$ cat config.mk
export PLATFORM = sky130hd
export DESIGN_NAME = ram_playback_ctl
export DESIGN_NICKNAME = d
export VERILOG_FILES = /design/src/rtl/ram_playback_ctl_pkg.sv /design/src/rtl/ram_length_calc.sv /design/src/rtl/ram_playback_ctl.sv
export SDC_FILE = /design/constraint.sdc
export NUM_CORES = 1
export LEC_CHECK = 0
export ABC_AREA = 1
export BUFFER_PORTS_ARGS = -buffer_cell sky130_fd_sc_hd__buf_4
export CAP_MARGIN = 15
export CORE_ASPECT_RATIO = 1.5
export CORE_MARGIN = 2
export CORE_UTILIZATION = 52
export CTS_BUF_LIST = sky130_fd_sc_hd__clkbuf_2 sky130_fd_sc_hd__clkbuf_4 sky130_fd_sc_hd__clkbuf_8
export DETAILED_ROUTE_END_ITERATION = 10
export PLACE_DENSITY = 0.8
export SYNTH_ARGS = -nofsm -noshare
export SYNTH_HDL_FRONTEND = slang
export SYNTH_SLANG_ARGS = --single-unit
$ cat constraint.sdc
create_clock -name clk_i -period 2.1 [get_ports clk_i]
set_clock_uncertainty 0.1 [all_clocks]
set_input_delay 0.21 -clock clk_i [delete_from_list [all_inputs] [get_ports clk_i]]
set_output_delay 0.21 -clock clk_i [all_outputs]
set_load 0.03 [all_outputs]
$ cat src/rtl/ram_playback_ctl_pkg.sv
// Shared geometry constants and FSM encoding for the RAM playback controller
// and its length converter.
package ram_playback_ctl_pkg;

    localparam int unsigned RamDw             = 512;
    localparam int unsigned RamCyclesPerBlock = 64;

    typedef enum logic [2:0] {
        StIdle,
        StPrep,
        StLaunch,
        StWait,
        StGap
    } state_e;

    // log2 of bytes carried per stream cycle
    function automatic int unsigned bytes_shift(input int unsigned dw);
        return $clog2(dw / 8);
    endfunction

endpackage

$ cat src/rtl/ram_length_calc.sv
// Registered conversion of a byte count into whole RAM blocks plus the
// leftover cycles of a final partial block.
module ram_length_calc
    import ram_playback_ctl_pkg::*;
#(
    parameter int unsigned DW                   = RamDw,
    parameter int unsigned CYCLES_PER_RAM_BLOCK = RamCyclesPerBlock
) (
    input  logic        clk_i,
    input  logic        reset_i,
    input  logic        load_i,
    input  logic [31:0] bytes_i,
    output logic [31:0] full_blocks_o,
    output logic [7:0]  partial_block_cycles_o
);

    localparam int unsigned BytesShift = bytes_shift(DW);
    localparam int unsigned BlockShift = $clog2(CYCLES_PER_RAM_BLOCK);
    localparam logic [32:0] BeatRound  = 33'((1 << BytesShift) - 1);
    localparam logic [31:0] BlockMask  = 32'(CYCLES_PER_RAM_BLOCK - 1);

    logic [32:0] bytes_rnd;
    logic [31:0] total_cycles;
    logic [31:0] full_d, full_q;
    logic [7:0]  partial_d, partial_q;

    // 33-bit sum so a byte count near 2^32 still rounds up correctly
    assign bytes_rnd    = {1'b0, bytes_i} + BeatRound;
    assign total_cycles = 32'(bytes_rnd >> BytesShift);
    assign full_d       = total_cycles >> BlockShift;
    assign partial_d    = 8'(total_cycles & BlockMask);

    always_ff @(posedge clk_i) begin
        if (reset_i) begin
            full_q    <= '0;
            partial_q <= '0;
        end else if (load_i) begin
            full_q    <= full_d;
            partial_q <= partial_d;
        end
    end

    assign full_blocks_o          = full_q;
    assign partial_block_cycles_o = partial_q;

endmodule

$ cat src/rtl/ram_playback_ctl.sv
// Runs a ram_reader channel through a programmable number of playback passes
// with an idle gap between passes and a graceful stop.
module ram_playback_ctl
    import ram_playback_ctl_pkg::*;
#(
    parameter int unsigned DW                   = RamDw,
    parameter int unsigned CYCLES_PER_RAM_BLOCK = RamCyclesPerBlock
) (
    input  logic        clk_i,
    input  logic        reset_i,
    input  logic [31:0] cfg_bytes_i,
    input  logic [15:0] cfg_repeat_i,
    input  logic [15:0] cfg_gap_i,
    input  logic        cmd_start_i,
    input  logic        cmd_stop_i,
    output logic        busy_o,
    output logic        done_o,
    output logic        stopped_o,
    output logic        cfg_error_o,
    output logic [15:0] pass_count_o,
    output logic [31:0] rdr_full_blocks_o,
    output logic [7:0]  rdr_partial_block_cycles_o,
    output logic        rdr_start_o,
    input  logic        rdr_idle_i
);

    state_e      state_q, state_d;
    logic [31:0] bytes_q, bytes_d;
    logic [15:0] repeat_q, repeat_d;
    logic [15:0] gap_q, gap_d;
    logic [15:0] gap_cnt_q, gap_cnt_d;
    logic [15:0] pass_count_q, pass_count_d;
    logic [15:0] pass_next;
    logic        stop_pending_q, stop_pending_d;
    logic        stopped_q, stopped_d;
    logic        done_q, done_d;
    logic        cfg_error_q, cfg_error_d;
    logic        wait_first_q;
    logic        stop_now;
    logic        calc_load;

    assign pass_next = (pass_count_q == 16'hFFFF) ? pass_count_q : pass_count_q + 16'd1;
    assign stop_now  = stop_pending_q | cmd_stop_i;

    always_comb begin
        state_d        = state_q;
        bytes_d        = bytes_q;
        repeat_d       = repeat_q;
        gap_d          = gap_q;
        gap_cnt_d      = gap_cnt_q;
        pass_count_d   = pass_count_q;
        stop_pending_d = stop_pending_q;
        stopped_d      = stopped_q;
        done_d         = 1'b0;
        cfg_error_d    = 1'b0;
        calc_load      = 1'b0;

        if (state_q != StIdle && cmd_stop_i) begin
            stop_pending_d = 1'b1;
        end

        unique case (state_q)
            StIdle: begin
                if (cmd_start_i) begin
                    if (cfg_bytes_i == 32'd0) begin
                        cfg_error_d = 1'b1;
                    end else begin
                        bytes_d        = cfg_bytes_i;
                        repeat_d       = cfg_repeat_i;
                        gap_d          = cfg_gap_i;
                        pass_count_d   = 16'd0;
                        stopped_d      = 1'b0;
                        stop_pending_d = 1'b0;
                        state_d        = StPrep;
                    end
                end
            end
            StPrep: begin
                calc_load = 1'b1;
                state_d   = StLaunch;
            end
            StLaunch: begin
                state_d = StWait;
            end
            StWait: begin
                // the reader reports idle while start is still in flight
                if (!wait_first_q && rdr_idle_i) begin
                    pass_count_d = pass_next;
                    if (stop_now || (repeat_q != 16'd0 && pass_next == repeat_q)) begin
                        done_d         = 1'b1;
                        stopped_d      = stop_now;
                        stop_pending_d = 1'b0;
                        state_d        = StIdle;
                    end else if (gap_q == 16'd0) begin
                        state_d = StLaunch;
                    end else begin
                        gap_cnt_d = gap_q;
                        state_d   = StGap;
                    end
                end
            end
            StGap: begin
                if (stop_now) begin
                    done_d         = 1'b1;
                    stopped_d      = 1'b1;
                    stop_pending_d = 1'b0;
                    state_d        = StIdle;
                end else if (gap_cnt_q <= 16'd1) begin
                    state_d = StLaunch;
                end else begin
                    gap_cnt_d = gap_cnt_q - 16'd1;
                end
            end
            default: begin
                state_d = StIdle;
            end
        endcase
    end

    always_ff @(posedge clk_i) begin
        if (reset_i) begin
            state_q        <= StIdle;
            bytes_q        <= '0;
            repeat_q       <= '0;
            gap_q          <= '0;
            gap_cnt_q      <= '0;
            pass_count_q   <= '0;
            stop_pending_q <= 1'b0;
            stopped_q      <= 1'b0;
            done_q         <= 1'b0;
            cfg_error_q    <= 1'b0;
            wait_first_q   <= 1'b0;
        end else begin
            state_q        <= state_d;
            bytes_q        <= bytes_d;
            repeat_q       <= repeat_d;
            gap_q          <= gap_d;
            gap_cnt_q      <= gap_cnt_d;
            pass_count_q   <= pass_count_d;
            stop_pending_q <= stop_pending_d;
            stopped_q      <= stopped_d;
            done_q         <= done_d;
            cfg_error_q    <= cfg_error_d;
            wait_first_q   <= (state_q == StLaunch);
        end
    end

    ram_length_calc #(
        .DW                  (DW),
        .CYCLES_PER_RAM_BLOCK(CYCLES_PER_RAM_BLOCK)
    ) u_length_calc (
        .clk_i                 (clk_i),
        .reset_i               (reset_i),
        .load_i                (calc_load),
        .bytes_i               (bytes_q),
        .full_blocks_o         (rdr_full_blocks_o),
        .partial_block_cycles_o(rdr_partial_block_cycles_o)
    );

    assign busy_o       = (state_q != StIdle);
    assign rdr_start_o  = (state_q == StLaunch);
    assign done_o       = done_q;
    assign stopped_o    = stopped_q;
    assign cfg_error_o  = cfg_error_q;
    assign pass_count_o = pass_count_q;

endmodule

# [Word-level counts from Yosys, hierarchy flattened]
# Cells that the tools add are included.
[classes] n_addsub=3 magnitude_cmp=1 eq_ne=16 n_mux=38 bitwise_logic=4 n_reduce_logical=19
[op_table] op="16-bit 2-to-1 mux" count=9
[op_table] op="16-bit case mux with 2 select lines" count=2
[op_table] op="32-bit by 6-bit adder with 33-bit output, second input constant" count=1
[op_table] op="32-bit logical NOT" count=1
[op_table] op="3-bit 2-to-1 mux" count=7
[op_table] op="2-bit != test, second input constant" count=9
[op_table] op="16-bit by 1-bit adder with 16-bit output, second input constant" count=1
[op_table] op="16-bit == test" count=1
[op_table] op="16-bit == test, second input constant" count=1
[op_table] op="16-bit by 1-bit less-or-equal comparator with 1-bit output, second input constant" count=1
[op_table] op="16-bit logical NOT" count=1
[op_table] op="1-bit 2-to-1 mux" count=16
[op_table] op="16-bit nonzero test" count=1
[op_table] op="16-bit by 1-bit subtractor with 16-bit output, second input constant" count=1
[op_table] op="3-bit case mux with 5 select lines" count=1
[op_table] op="6-bit AND reduction" count=2
[op_table] op="4-bit AND reduction" count=2
[op_table] op="3-bit by 2-bit == test with 1-bit output, second input constant" count=2
[op_table] op="1-bit case mux with 3 select lines" count=2
[op_table] op="3-bit nonzero test" count=2
[op_table] op="2-bit nonzero test" count=2
[op_table] op="3-bit by 1-bit == test with 1-bit output, second input constant" count=1
[op_table] op="3-bit == test, second input constant" count=1
[op_table] op="1-bit logical AND" count=3
[op_table] op="9 further kinds" count=11
[totals] register_bits=131 input_bits=69 elab_cells=94

# [Logic depth before layout (Yosys ltp)]
# Gate-level depths: netlist of run 1.
[logic_depth] ltp_word=8 mapped_depth=20 mapped_depth_nobuf=20

# [By module]
# A second synthesis of run 1 with hierarchy kept.
[unflattened] cells_unflattened=1176 hier_area_um2=7429.6
[modules_own_cells] module="ram_playback_ctl" n_inst=1 cells_each=835 area_per_inst_um2=5485.3 seq_area_each_um2=2082.0
[modules_own_cells] module="ram_length_calc" n_inst=1 cells_each=341 area_per_inst_um2=1944.4 seq_area_each_um2=540.5

# [Worst setup path after synthesis of run 1]
# Ideal clock, no wire load.
[synth_timing] path_kind="reg2reg" start="register pass_count_q[0] (netlist: pass_count_o[0])" end="register gap_cnt_q[2]" setup_time_ns=0.113 t_arrival_ns=2.334 required_ns=1.887 slack_ns=-0.447 stages_incl_launch_ff=19 path_cell_list="dfxtp_1 -> ha_1 -> nand2_1 -> nor2_4 -> nand2_4 -> nor2_4 -> inv_2 -> buf_6 -> nand3_1 -> nand2_1 -> nor2_1 -> nand2_1 -> nor2_2 -> nand3_2 -> nand4_4 -> nand2_4 -> buf_6 -> nor2_1 -> nor2_1"
[synth_via] elab_chain_len=7 elab_cells_between_ends=8 cone_classes="1 x add/sub; 3 x eq/ne; 1 x mux; 3 x reduce/logical"
[synth_lines] item="from (decl)" line_no="ram_playback_ctl.sv:32" text="logic [15:0] pass_count_q, pass_count_d;"
[synth_lines] item="from (signal assigned)" line_no="ram_playback_ctl.sv:139" text="pass_count_q <= pass_count_d;"
[synth_lines] item="16-bit by 1-bit adder with 16-bit output or 16-bit == test (tied branches)" line_no="ram_playback_ctl.sv:42" text="assign pass_next = (pass_count_q == 16'hFFFF) ? pass_count_q : pass_count_q + 16'd1;"
[synth_lines] item="16-bit 2-to-1 mux *" line_no="ram_playback_ctl.sv:42"
[synth_lines] item="16-bit == test *" line_no="ram_playback_ctl.sv:89" text="if (stop_now || (repeat_q != 16'd0 && pass_next == repeat_q)) begin"
[synth_lines] item="1-bit logical AND *" line_no="ram_playback_ctl.sv:89"
[synth_lines] item="1-bit logical OR *" line_no="ram_playback_ctl.sv:89"
[synth_lines] item="2-bit != test (no line) *"
[synth_lines] item="6-bit AND reduction (no line) *"
[synth_lines] item="to (signal assigned)" line_no="ram_playback_ctl.sv:138" text="gap_cnt_q <= gap_cnt_d;"
[synth_lines] item="to (decl)" line_no="ram_playback_ctl.sv:31" text="logic [15:0] gap_cnt_q, gap_cnt_d;"
# Every way passes the cells marked *; elsewhere a longest branch is shown, timed or not.
# A chain may end at the register's enable or synchronous reset.

# [Worst setup path after layout of run 1]
[layout_timing] start="register pass_count_q[1] (netlist: pass_count_o[1])" end="register gap_cnt_q[12]"
# Same word-level chain as after synthesis.

==> run metrics, run 1 <==
status finished with violations; failing checks hold timing, setup timing; Crit Path Class reg2reg; cts bufs inserted 17; Crit. Startpoint pass_count_o[1]; first-pass GRT wire length 36300 µm; final worst-path cycle share 1.16; pin count of the biggest net entering global routing 69; Post-Synthesis Cell Area just under 7000 µm²; total of max-cap violations 0; vias in the first global route 7916; Root Buffer Master clkbuf_8; RR Startpoint pass_count_o[1]; unrepaired setup endpoints after global routing yes; synth warn 0; routed vias/inst 5.56; row count slightly above 50; IO Pins 130; synthesis-stage register bit count 131; Clk pin slew, worst setup/hold paths 80 ps; post-detailed-route count of antenna-violating nets 0; final hold vios 1; register area share after synthesis 0.383; share of flip-flops with an asynchronous set or reset 0; Max Freq ~0.41 GHz; CTS tree yes; Mean Syn Cell Area 6.73 µm²; Pleak 0.00488 µW; cells after synthesis 1018; WP depth 18; CTS Sinks between 100 and 150; clk buf depth 2; total chip power roughly 7400 µW; r2r worst-path depth 18; Die X-Extent 97.7 µm; Fin Setup TNS -5070 ps; share of layout cells above drive strength 1 0.309; power per cell area between 700 and 800 nW/µm²; Initial Util 0.529; met2 wire length approximately 12000 µm; port buffer count 116; CP dominant cell by count nand2_1; WL/cell 16.2 µm; die height 145 µm; Core Area 13000 µm²; final setup violation count 22; reg-to-reg slack, setup -340 ps; post-route DRC violation count 0; Crit-path slowest cell dfxtp_4; crit path DAT 2680 ps; top post-synthesis cells by count nand2_1 (182), nor2_1 (138), dfxtp_1 (131); post-layout worst setup margin -337 ps; grt ovf 0; worst hold slack -18.0 ps; critical path required time ~2300 ps; Inserted Diodes 0; EDFF count, synth 0; Synth area leaders dfxtp_1 (38%), nand2_1 (10%), o21ai_0 (8.3%); crit path buf inv count 0; VDD IR max 588 µV; Top Family by Delay on Critical Path simple AND/OR/NAND/NOR gates; total number of vias about 8200; Worst Setup Start Kind register; Yosys top cell area share 0.383; HP Class in2reg; CP max FO 11; most numerous cell in the Yosys netlist nand2_1; Total GRT Usage 0.321; Post-DP HPWL 15400 µm; antenna violations before repair 1; Die ar. 14100 µm²; crit path cell chain ha_4 -> nand2_2 -> nor2_4 -> nand2_4 -> nor2_4 -> nand2_1 -> nand2_1 -> nand2_1 -> nand2_1 -> nand2_1 -> nor2_1 -> nand2_1 -> nor2_2 -> nand3_2 -> nand4_4 -> nand2_8 -> nor2_1 -> nor2_2; Worst-Skew Late Latency 460 ps; WL final 23900 µm; Util after Layout 0.787; WL met1 approximately 8600 µm; GPL Wtd Cong roughly 1; min Tclk post-route 2440 ps; largest area contributor in the netlist dfxtp_1; Final #Nets 1381; Starting DRT DRC Count 609; unique cell type count in the Yosys netlist 40; H-tree Lvls 4; worst reg2reg endpoint gap_cnt_q[12]; DR pass1 iterations 5; ys flop type dfxtp_1; Critical Path End gap_cnt_q[12]; max-slew violations 0; Top Metal Used met5; crit end category register; WL met3 1420 µm; P&R area growth vs syn 48.7%; Worst path max stage delay 370 ps; Worst Hold Launch cfg_repeat_i[1]
## sequential cells by signal, indices dropped and copies added (netlist names), 3 cells and up
register                              cells
gap_cnt_q                                16
u_length_calc.full_blocks_o              21
bytes_q                                  32
pass_count_o                             16
repeat_q                                 16
u_length_calc.partial_block_cycles_o      6
state_q                                   3
gap_q                                    16
## worst reg2reg max path: stages (launching register included)
cell and delay [ps]:
dfxtp_4 370, ha_4 140, nand2_2 60, nor2_4 130, nand2_4 100, nor2_4 110, nand2_1 60, nand2_1 70
nand2_1 70, nand2_1 60, nand2_1 40, nor2_1 120, nand2_1 100, nor2_2 110, nand3_2 120, nand4_4 180
nand2_8 110, nor2_1 200, nor2_2 80
## cell type report
type                       count  area, µm²
multi-input combinational    712       3830
fill                         859       2760
sequential                   131       2650
timing repair buffer         314       2560
inverter                     133        502
clock buffer                  20        269
tap                          159        199
clock inverter                12        178
## kinds of logic after synthesis
group                      count (synthesis)  share of synthesized area
AOI/OAI and AO/OA                        235                      0.185
xor gates and xnor gates                  17                     0.0237
adders and majority gates                  3                    0.00548
buffers and inverters                    188                      0.116
DFF                                      131                      0.383
muxes                                      1                    0.00146
other                                      1                   0.000547
and+or+nand+nor                          442                      0.285
## repair_timing
item / CTS / global route
hold buffers: 52 / 0
gates cloned: 0 / 1
pin swaps: 18 / 25
setup endpoints to repair: 29 / 66
hold endpoints to repair: 52 / 0
gates resized for setup: 27 / 70
buffers inserted: 14 / 8
## layer usage
| metal | track usage | up-vias |
|---|---|---|
| met3 | 0.0570 | 141 |
| met1 | 0.319 | 3790 |
| met5 | 0 | - |
| met4 | 0.208 | 2 |
| li1 | - | 3881 |
| met2 | 0.608 | 419 |
## stage by stage
stage | cell area (µm²) | setup WS, ps | std cells | hold slack, ps
4_1_cts | 9900 | -216 | 1479 | 1.44
5_1_grt | 10200 | -558 | 1481 | 29.7
3_5_place_dp | 8750 | -313 | 1381 | 342
2_1_floorplan | 6950 | -155 | 1030 | 245
3_3_place_gp | 8750 | -256 | 1381 | 337
6_report | 10200 | -337 | 1481 | -18.0
## cell usage in the layout, fill, tap and decap left out, drive strengths merged, types with 4 or more instances in the layout
cell,instances
bufinv,4
o211ai,11
nand4,18
nor2,149
dfxtp,131
a21oi,81
nand2,187
o21bai,11
nand3,50
a211oi,6
dlygate4sd3,52
nor4,18
xor2,11
clkbuf,20
inv,133
conb,13
buf,262
nor3,17
xnor2,5
o21ai,114
clkinv,6
a31oi,4
## worst min path at each step
| stage | end | depth (start not counted) |
|---|---|---|
| after floorplan | bytes_q[6] | 2 |
| final | repeat_q[1] | 3 |
| after global placement | gap_q[2] | 3 |
| after detailed placement | gap_q[2] | 3 |
| after CTS | repeat_q[1] | 3 |
| after global routing | repeat_q[1] | 3 |
## where the power goes
group	leakage (µW)	total, µW	internal, µW	switching [µW]
sequential	0.00109	2940	2740	200
clock	0.000223	2430	1370	1060
combinational	0.00357	1980	837	1140
total	0.00488	7350	4950	2400
No activity file was read; power rests on OpenSTA's default activity.
==> run 2, diff against run 1 <==
Settings changed: CORE_ASPECT_RATIO 1.5 to 0.5, CORE_UTILIZATION 52 to 55.
Clock period 2.1 ns to 2.56 ns, I/O delays scaled along.
==> run 2 against run 1 <==
The flow now finishes without violations. Power shrank 20%. Count of clock-buffer cells in the layout shrank 2. Combinational power shrank 27%. Global-route usage shrank 1.6 points. Via count shrank 3.6%. Critical path depth grew 1. Non-clock buffer count shrank 110.
==> run metrics, run 2 (same netlist as run 1, synthesis figures left out) <==
status finished clean; Largest register FFs 32 (unchanged); Crit Path Class reg2reg; final hold vios 0 (-1); pre-CTS setup slack 47.1 ps (+360 ps); Inserted Diodes 0 (unchanged); cell internal pwr 3880 µW (-22%); crit path buf inv count 7 (+7); unrepaired setup endpoints after global routing yes; crit path DAT 2760 ps (+80 ps); WL final 22800 µm (-4.6%); Core Area 12000 µm² (-7.5%); pin count of the biggest net entering global routing 82 (+19%); WL/cell 16.6 µm (+2.5%); min Tclk post-route 2540 ps (+102 ps); clock power share 0.342 (+0.011); Starting DRT DRC Count 544 (-11%); critical path required time 2780 ps (+440 ps); row count 28 (-45%); Post-DP HPWL 13600 µm (-12%); GPL Wtd Cong 0.946 (-2.8%); crit path cell chain inv_2 -> ha_2 -> inv_1 -> nor2_4 -> inv_2 -> nor2_4 -> inv_2 -> nor2_4 -> inv_2 -> nand2_1 -> nand4_1 -> nand2_2 -> nand2_1 -> nor2_4 -> nand4_4 -> buf_12 -> clkbuf_16 -> nand3_4 -> a21oi_2; CTS Sinks 131 (unchanged); first-pass GRT wire length 33400 µm (-7.8%); max-slew violations 0 (unchanged); die height 82.9 µm (-43%); grt ovf 0 (unchanged); RR Startpoint gap_cnt_q[1]; Slew HR 0.650; Placed Cells 1288 (-6.7%); placed cell areas 7980 µm² (-8.9%); P&R area growth vs syn 37.0%; met2 Use GR 0.525 (-0.0834); Sw Ratio 0.336 (+0.00959); Top Family by Delay on Critical Path simple AND/OR/NAND/NOR gates; IO Pins 130 (unchanged); HP Class in2reg; Total GRT Usage 0.305 (-0.0162); cts bufs inserted 17 (unchanged); switching power 1960 µW (-18%); Initial Util 0.572 (+0.0429); Crit. Startpoint gap_cnt_q[1]; Comb power frac 0.245 (-0.024); Max Freq 0.394 GHz (-4.0%); Root Buffer Master clkbuf_8; Die ar. 13400 µm² (-5.0%); DR pass1 iterations 5 (unchanged); post-detailed-route count of antenna-violating nets 0 (unchanged); Worst-Skew Late Latency 460 ps (about the same); GRT Max-Usage Layer met2; clk buf depth 2 (unchanged); total number of vias 7940 (-3.6%); commonest non-fill, non-tap cell in the layout nand2_1; Largest Register bytes_q; Final Cell Area 9390 µm² (-7.8%); met3 Usage GRT 0.0634 (+0.00640); Crit-path slowest cell dfxtp_2; Clk pin slew, worst setup/hold paths 80 ps (about the same); Final #Nets 1273 (-7.8%); Worst Setup Start Kind register; crit end category register; antenna violations before repair 0 (-1); final worst-path cycle share 0.992 (-0.169); Tightest Pin Transition between 500 and 600 ps; routed vias/inst 5.76 (+3.6%); reg-to-reg slack, setup 20 ps (+360 ps); Pleak 0.00431 µW (-12%); Worst Hold Launch cfg_repeat_i[1]; CP max FO 6 (-5); total chip power 5850 µW (-20%); post-route DRC violation count 0 (unchanged); final setup violation count 0 (-100%); total of max-cap violations 0 (unchanged); Fin Setup TNS 0 ps (+5070 ps); H-tree Lvls 4 (unchanged); CTS tree yes; Worst path max stage delay 350 ps (-20 ps); met1 global-route usage 0.370 (+0.0502); port buffer count 116 (unchanged); share of layout cells above drive strength 1 0.232 (-0.0763); post-layout worst setup margin 21.5 ps (+358 ps); VDD IR max 383 µV (-35%); power per cell area 623 nW/µm² (-14%); Layout Cells excl Fill 1379 (-6.9%); commonest non-fill, non-tap cells in the layout nand2_1 (172), buf_4 (145), nor2_1 (124); Die X-Extent 162 µm (+66%); vias in the first global route 7253 (-8.4%); Sequential Power Share 0.412 (+0.012)
run 2: worst paths after layout:
| kind | end | cells past startpoint |
|---|---|---|
| setup / recovery | gap_cnt_q[7] | 19 |
| hold / removal | repeat_q[1] | 3 |
| setup reg to reg | gap_cnt_q[7] | 19 |
| hold reg to reg | repeat_q[6] | 2 |
run 2: final cells by class:
cell class                 count  area (µm²)
clock buffer                  18         241
clock inverter                14         203
fill                         836        2590
inverter                     133         502
multi-input combinational    714        3840
sequential                   131        2630
tap                          165         206
timing repair buffer         204        1770
run 2: per-stage QoR:
| stage | hold WS [ps] | utilization |
|---|---|---|
| 6_report | 9.03 | 0.784 |
| 5_1_grt | 12.2 | 0.784 |
| 4_1_cts | 3.50 | 0.745 |
| 3_5_place_dp | 348 | 0.666 |
| 3_3_place_gp | 339 | 0.666 |
| 2_1_floorplan | 291 | - |
run 2: power groups by stage:
stage	Combinational [µW]	Clock, µW	Sequential [µW]
finish	1440	2000	2410
global route	1550	2080	2430
CTS	1320	2000	2390
detailed placement	1250	0	2430
global placement	1230	0	2430
floorplan	681	0	2560
run 2: routing by layer:
layer,wire length [µm],part of all wire
met1,9060,0.40
met2,10700,0.47
met3,2270,0.099
met4,838,0.037
met5,0,0
run 2: timing repair:
action,CTS,global route
hold buffers,50,0
endpoints found under the setup margin,0,65
setup buffers,0,4
gates resized for setup,0,90
endpoints found under the hold margin,50,0
run 2: tightest hold or removal path, delay by kind of cell:
kind / cells / cell delay [ps]
buffers and inverters: 1 / 80
AOI/OAI and AO/OA: 2 / 190
==> run 3, diff against run 2 <==
Settings changed: ABC_AREA 1 to 0.
==> run 3 against run 2 <==
The run now ends with setup timing left. Setup slack worse by 290 ps. Maximum frequency is 10% lower. Count of clock-buffer cells in the layout stayed put. Synthesized area is 1.2% higher. Flip-flop and latch count stayed put.
==> run metrics, run 3 <==
status finished with violations; failing checks setup timing; Crit. Startpoint pass_count_o[0]; P&R area growth vs syn 45.6%; post-route DRC violation count 0 (unchanged); first-pass GRT wire length 38500 µm (+15%); Synth area leaders dfxtp_1 (38%), nand2_1 (9.2%), a21oi_1 (8.0%); final setup violation count 21 (+21); largest area contributor in the netlist dfxtp_1; cells after synthesis 919 (-9.7%); Inserted Diodes 0 (unchanged); Clk pin slew, worst setup/hold paths 100 ps (+20 ps); VDD IR max 439 µV (+14%); Fin Setup TNS -4100 ps (-4100 ps); Slew HR 0.544 (-0.106); EDFF count, synth 0 (unchanged); port buffer count 116 (unchanged); cts bufs inserted 17 (unchanged); CTS Sinks 131 (unchanged); grt ovf 0 (unchanged); r2r worst-path depth 11 (-8); share of layout cells above drive strength 1 0.302 (+0.0702); Max Freq 0.354 GHz (-10%); RR Startpoint pass_count_o[0]; Total GRT Usage 0.354 (+0.0496); Top Family by Delay on Critical Path simple AND/OR/NAND/NOR gates; Worst path max stage delay 380 ps (+30 ps); Worst-Skew Late Latency 460 ps (about the same); Crit Path Class reg2reg; Die ar. 13600 µm² (+1.1%); routed vias/inst 5.92 (+2.8%); Post-DP HPWL 15300 µm (+12%); CTS tree yes; row count 28 (unchanged); antenna violations before repair 0 (unchanged); commonest non-fill, non-tap cells in the layout buf_4 (214), nand2_1 (169), dfxtp_1 (106); ys flop type dfxtp_1; H-tree Lvls 4 (unchanged); Pleak 0.00418 µW (-3.1%); Util after Layout 0.838 (+0.0540); crit path cell chain buf_6 -> and4_4 -> nand4_4 -> or3_4 -> a32o_2 -> nor4b_4 -> nand4bb_4 -> a22oi_4 -> buf_12 -> nor2_2 -> o221a_1; total of max-cap violations 0 (unchanged); GPL Wtd Cong 0.949 (+0.36%); most numerous cell in the Yosys netlist nand2_1; clk buf depth 2 (unchanged); vias in the first global route 7622 (+5.1%); WL/cell 18.5 µm (+11%); Post-Synthesis Cell Area 6940 µm² (+1.2%); Crit-path slowest cell or3_4; total number of vias 7944 (+0.050%); final hold vios 0 (unchanged); Yosys top cell area share 0.378 (-0.00449); Largest Register bytes_q; worst reg2reg endpoint gap_cnt_q[5]; unrepaired setup endpoints after global routing yes; Worst Setup Start Kind register; crit path buf inv count 2 (-5); WP depth 11 (-8); synthesis-stage register bit count 131 (unchanged); Largest register FFs 32 (unchanged); post-detailed-route count of antenna-violating nets 0 (unchanged); post-layout worst setup margin -269 ps (-290 ps); DR pass1 iterations 7 (+2); Die X-Extent 163 µm (+0.57%); final worst-path cycle share 1.10 (+0.113); CP max FO 6 (unchanged); Initial Util 0.575 (+0.00342); crit end category register; IO Pins 130 (unchanged); power per cell area 566 nW/µm² (-9.1%); Placed Cells 1228 (-4.7%); unique cell type count in the Yosys netlist 65 (+63%); WL final 24800 µm (+8.4%); reg-to-reg slack, setup -270 ps (-290 ps); Root Buffer Master clkbuf_8; Layout Cells excl Fill 1342 (-2.7%); crit path DAT 3090 ps (+330 ps); Critical Path End gap_cnt_q[5]; share of flip-flops with an asynchronous set or reset 0 (unchanged); Mean Syn Cell Area 7.55 µm² (+12%); pin count of the biggest net entering global routing 65 (-21%); top post-synthesis cells by count nand2_1 (170), dfxtp_1 (131), a21oi_1 (111); synth warn 0 (unchanged); critical path required time 2820 ps (+40 ps); register area share after synthesis 0.378 (-0.00449); max-slew violations 0 (unchanged); Final #Nets 1236 (-2.9%); min Tclk post-route 2830 ps (+290 ps); Core Area 12100 µm² (+0.59%); Tightest Pin Transition 684 ps (+160 ps); HP Class in2reg; die height 83.4 µm (+0.57%); commonest non-fill, non-tap cell in the layout buf_4; Starting DRT DRC Count 660 (+21%)
-- run 3: cell count changes after synthesis, moves of 10 or more --
cell	previous run	this run
nand2_1	182	170
a21oi_1	81	111
inv_1	125	18
nand3_1	47	16
a211oi_1	6	26
xnor2_1	5	24
o21bai_1	11	0
nor2_1	138	99
buf_2	2	17
o21ai_0	114	31
nor4_1	18	28
-- run 3: cell families after synthesis --
| group | count (synthesis) | synth area share |
|---|---|---|
| AND/OR/NAND/NOR | 425 | 0.302 |
| buffers and inverters | 97 | 0.0660 |
| flip-flops | 131 | 0.378 |
| multiplexers | 6 | 0.00866 |
| other | 1 | 0.000541 |
| XOR/XNOR | 44 | 0.0556 |
| adder cells (fa/ha/maj) | 3 | 0.00541 |
| AO/OA/AOI/OAI | 212 | 0.184 |
-- run 3: cell type report --
class / instances / area [µm²]
flip-flops and latches: 131 / 2690
repair buffers: 293 / 2460
well taps: 165 / 206
clock buffers: 18 / 241
fillers: 727 / 1960
multi-input cells: 703 / 4230
inverters: 18 / 67.6
clock inverters: 14 / 190
-- run 3: through the flow --
| step | total power, µW | cell area, µm² | hold slack [ps] | setup WS, ps |
|---|---|---|---|---|
| 4_1_cts | 5610 | 9850 | 0.0640 | -239 |
| 5_1_grt | 5920 | 10100 | 6.25 | -364 |
| 6_report | 5720 | 10100 | 4.76 | -269 |
| 3_3_place_gp | 3560 | 8580 | 343 | -380 |
| 2_1_floorplan | 3140 | 7190 | 292 | -172 |
| 3_5_place_dp | 3580 | 8580 | 349 | -419 |
-- run 3: power by group --
part	total, µW	internal, µW	switching (µW)
Sequential	2350	2190	159
Combinational	1400	562	837
Clock	1970	1010	962
Total	5720	3760	1960
-- run 3: tightest hold or removal path, delay by kind of cell --
family	cells	cell delay (ps)
and+or+nand+nor	1	70
buffers and inverters	1	120
AOI/OAI and AO/OA	1	60
-- run 3: repair_timing --
| action | in CTS | in global routing |
|---|---|---|
| pin swaps | 22 | 17 |
| endpoints found under the hold margin | 63 | 0 |
| endpoints found under the setup margin | 22 | 57 |
| gates cloned | 0 | 0 |
| hold buffers | 63 | 0 |
| buffers inserted | 10 | 11 |
| gates resized for setup | 38 | 50 |
-- run 3: worst min-delay path by stage --
stage,cells past startpoint,from,to
after floorplan,2,cfg_bytes_i[0],bytes_q[0]
after global placement,2,bytes_q[0],bytes_q[0]
after detailed placement,2,bytes_q[0],bytes_q[0]
after CTS,3,cfg_bytes_i[29],bytes_q[29]
after global routing,3,cfg_bytes_i[29],bytes_q[29]
final,3,cfg_bytes_i[29],bytes_q[29]
-- run 3: per-layer routing --
layer	up-vias	GRT usage	routed length, µm	part of all wire
met1	3707	0.445	9820	0.40
met5	-	0	0	0
met4	0	0.138	820	0.033
met2	448	0.591	11900	0.48
li1	3696	-	-	-
met3	93	0.0804	2180	0.088
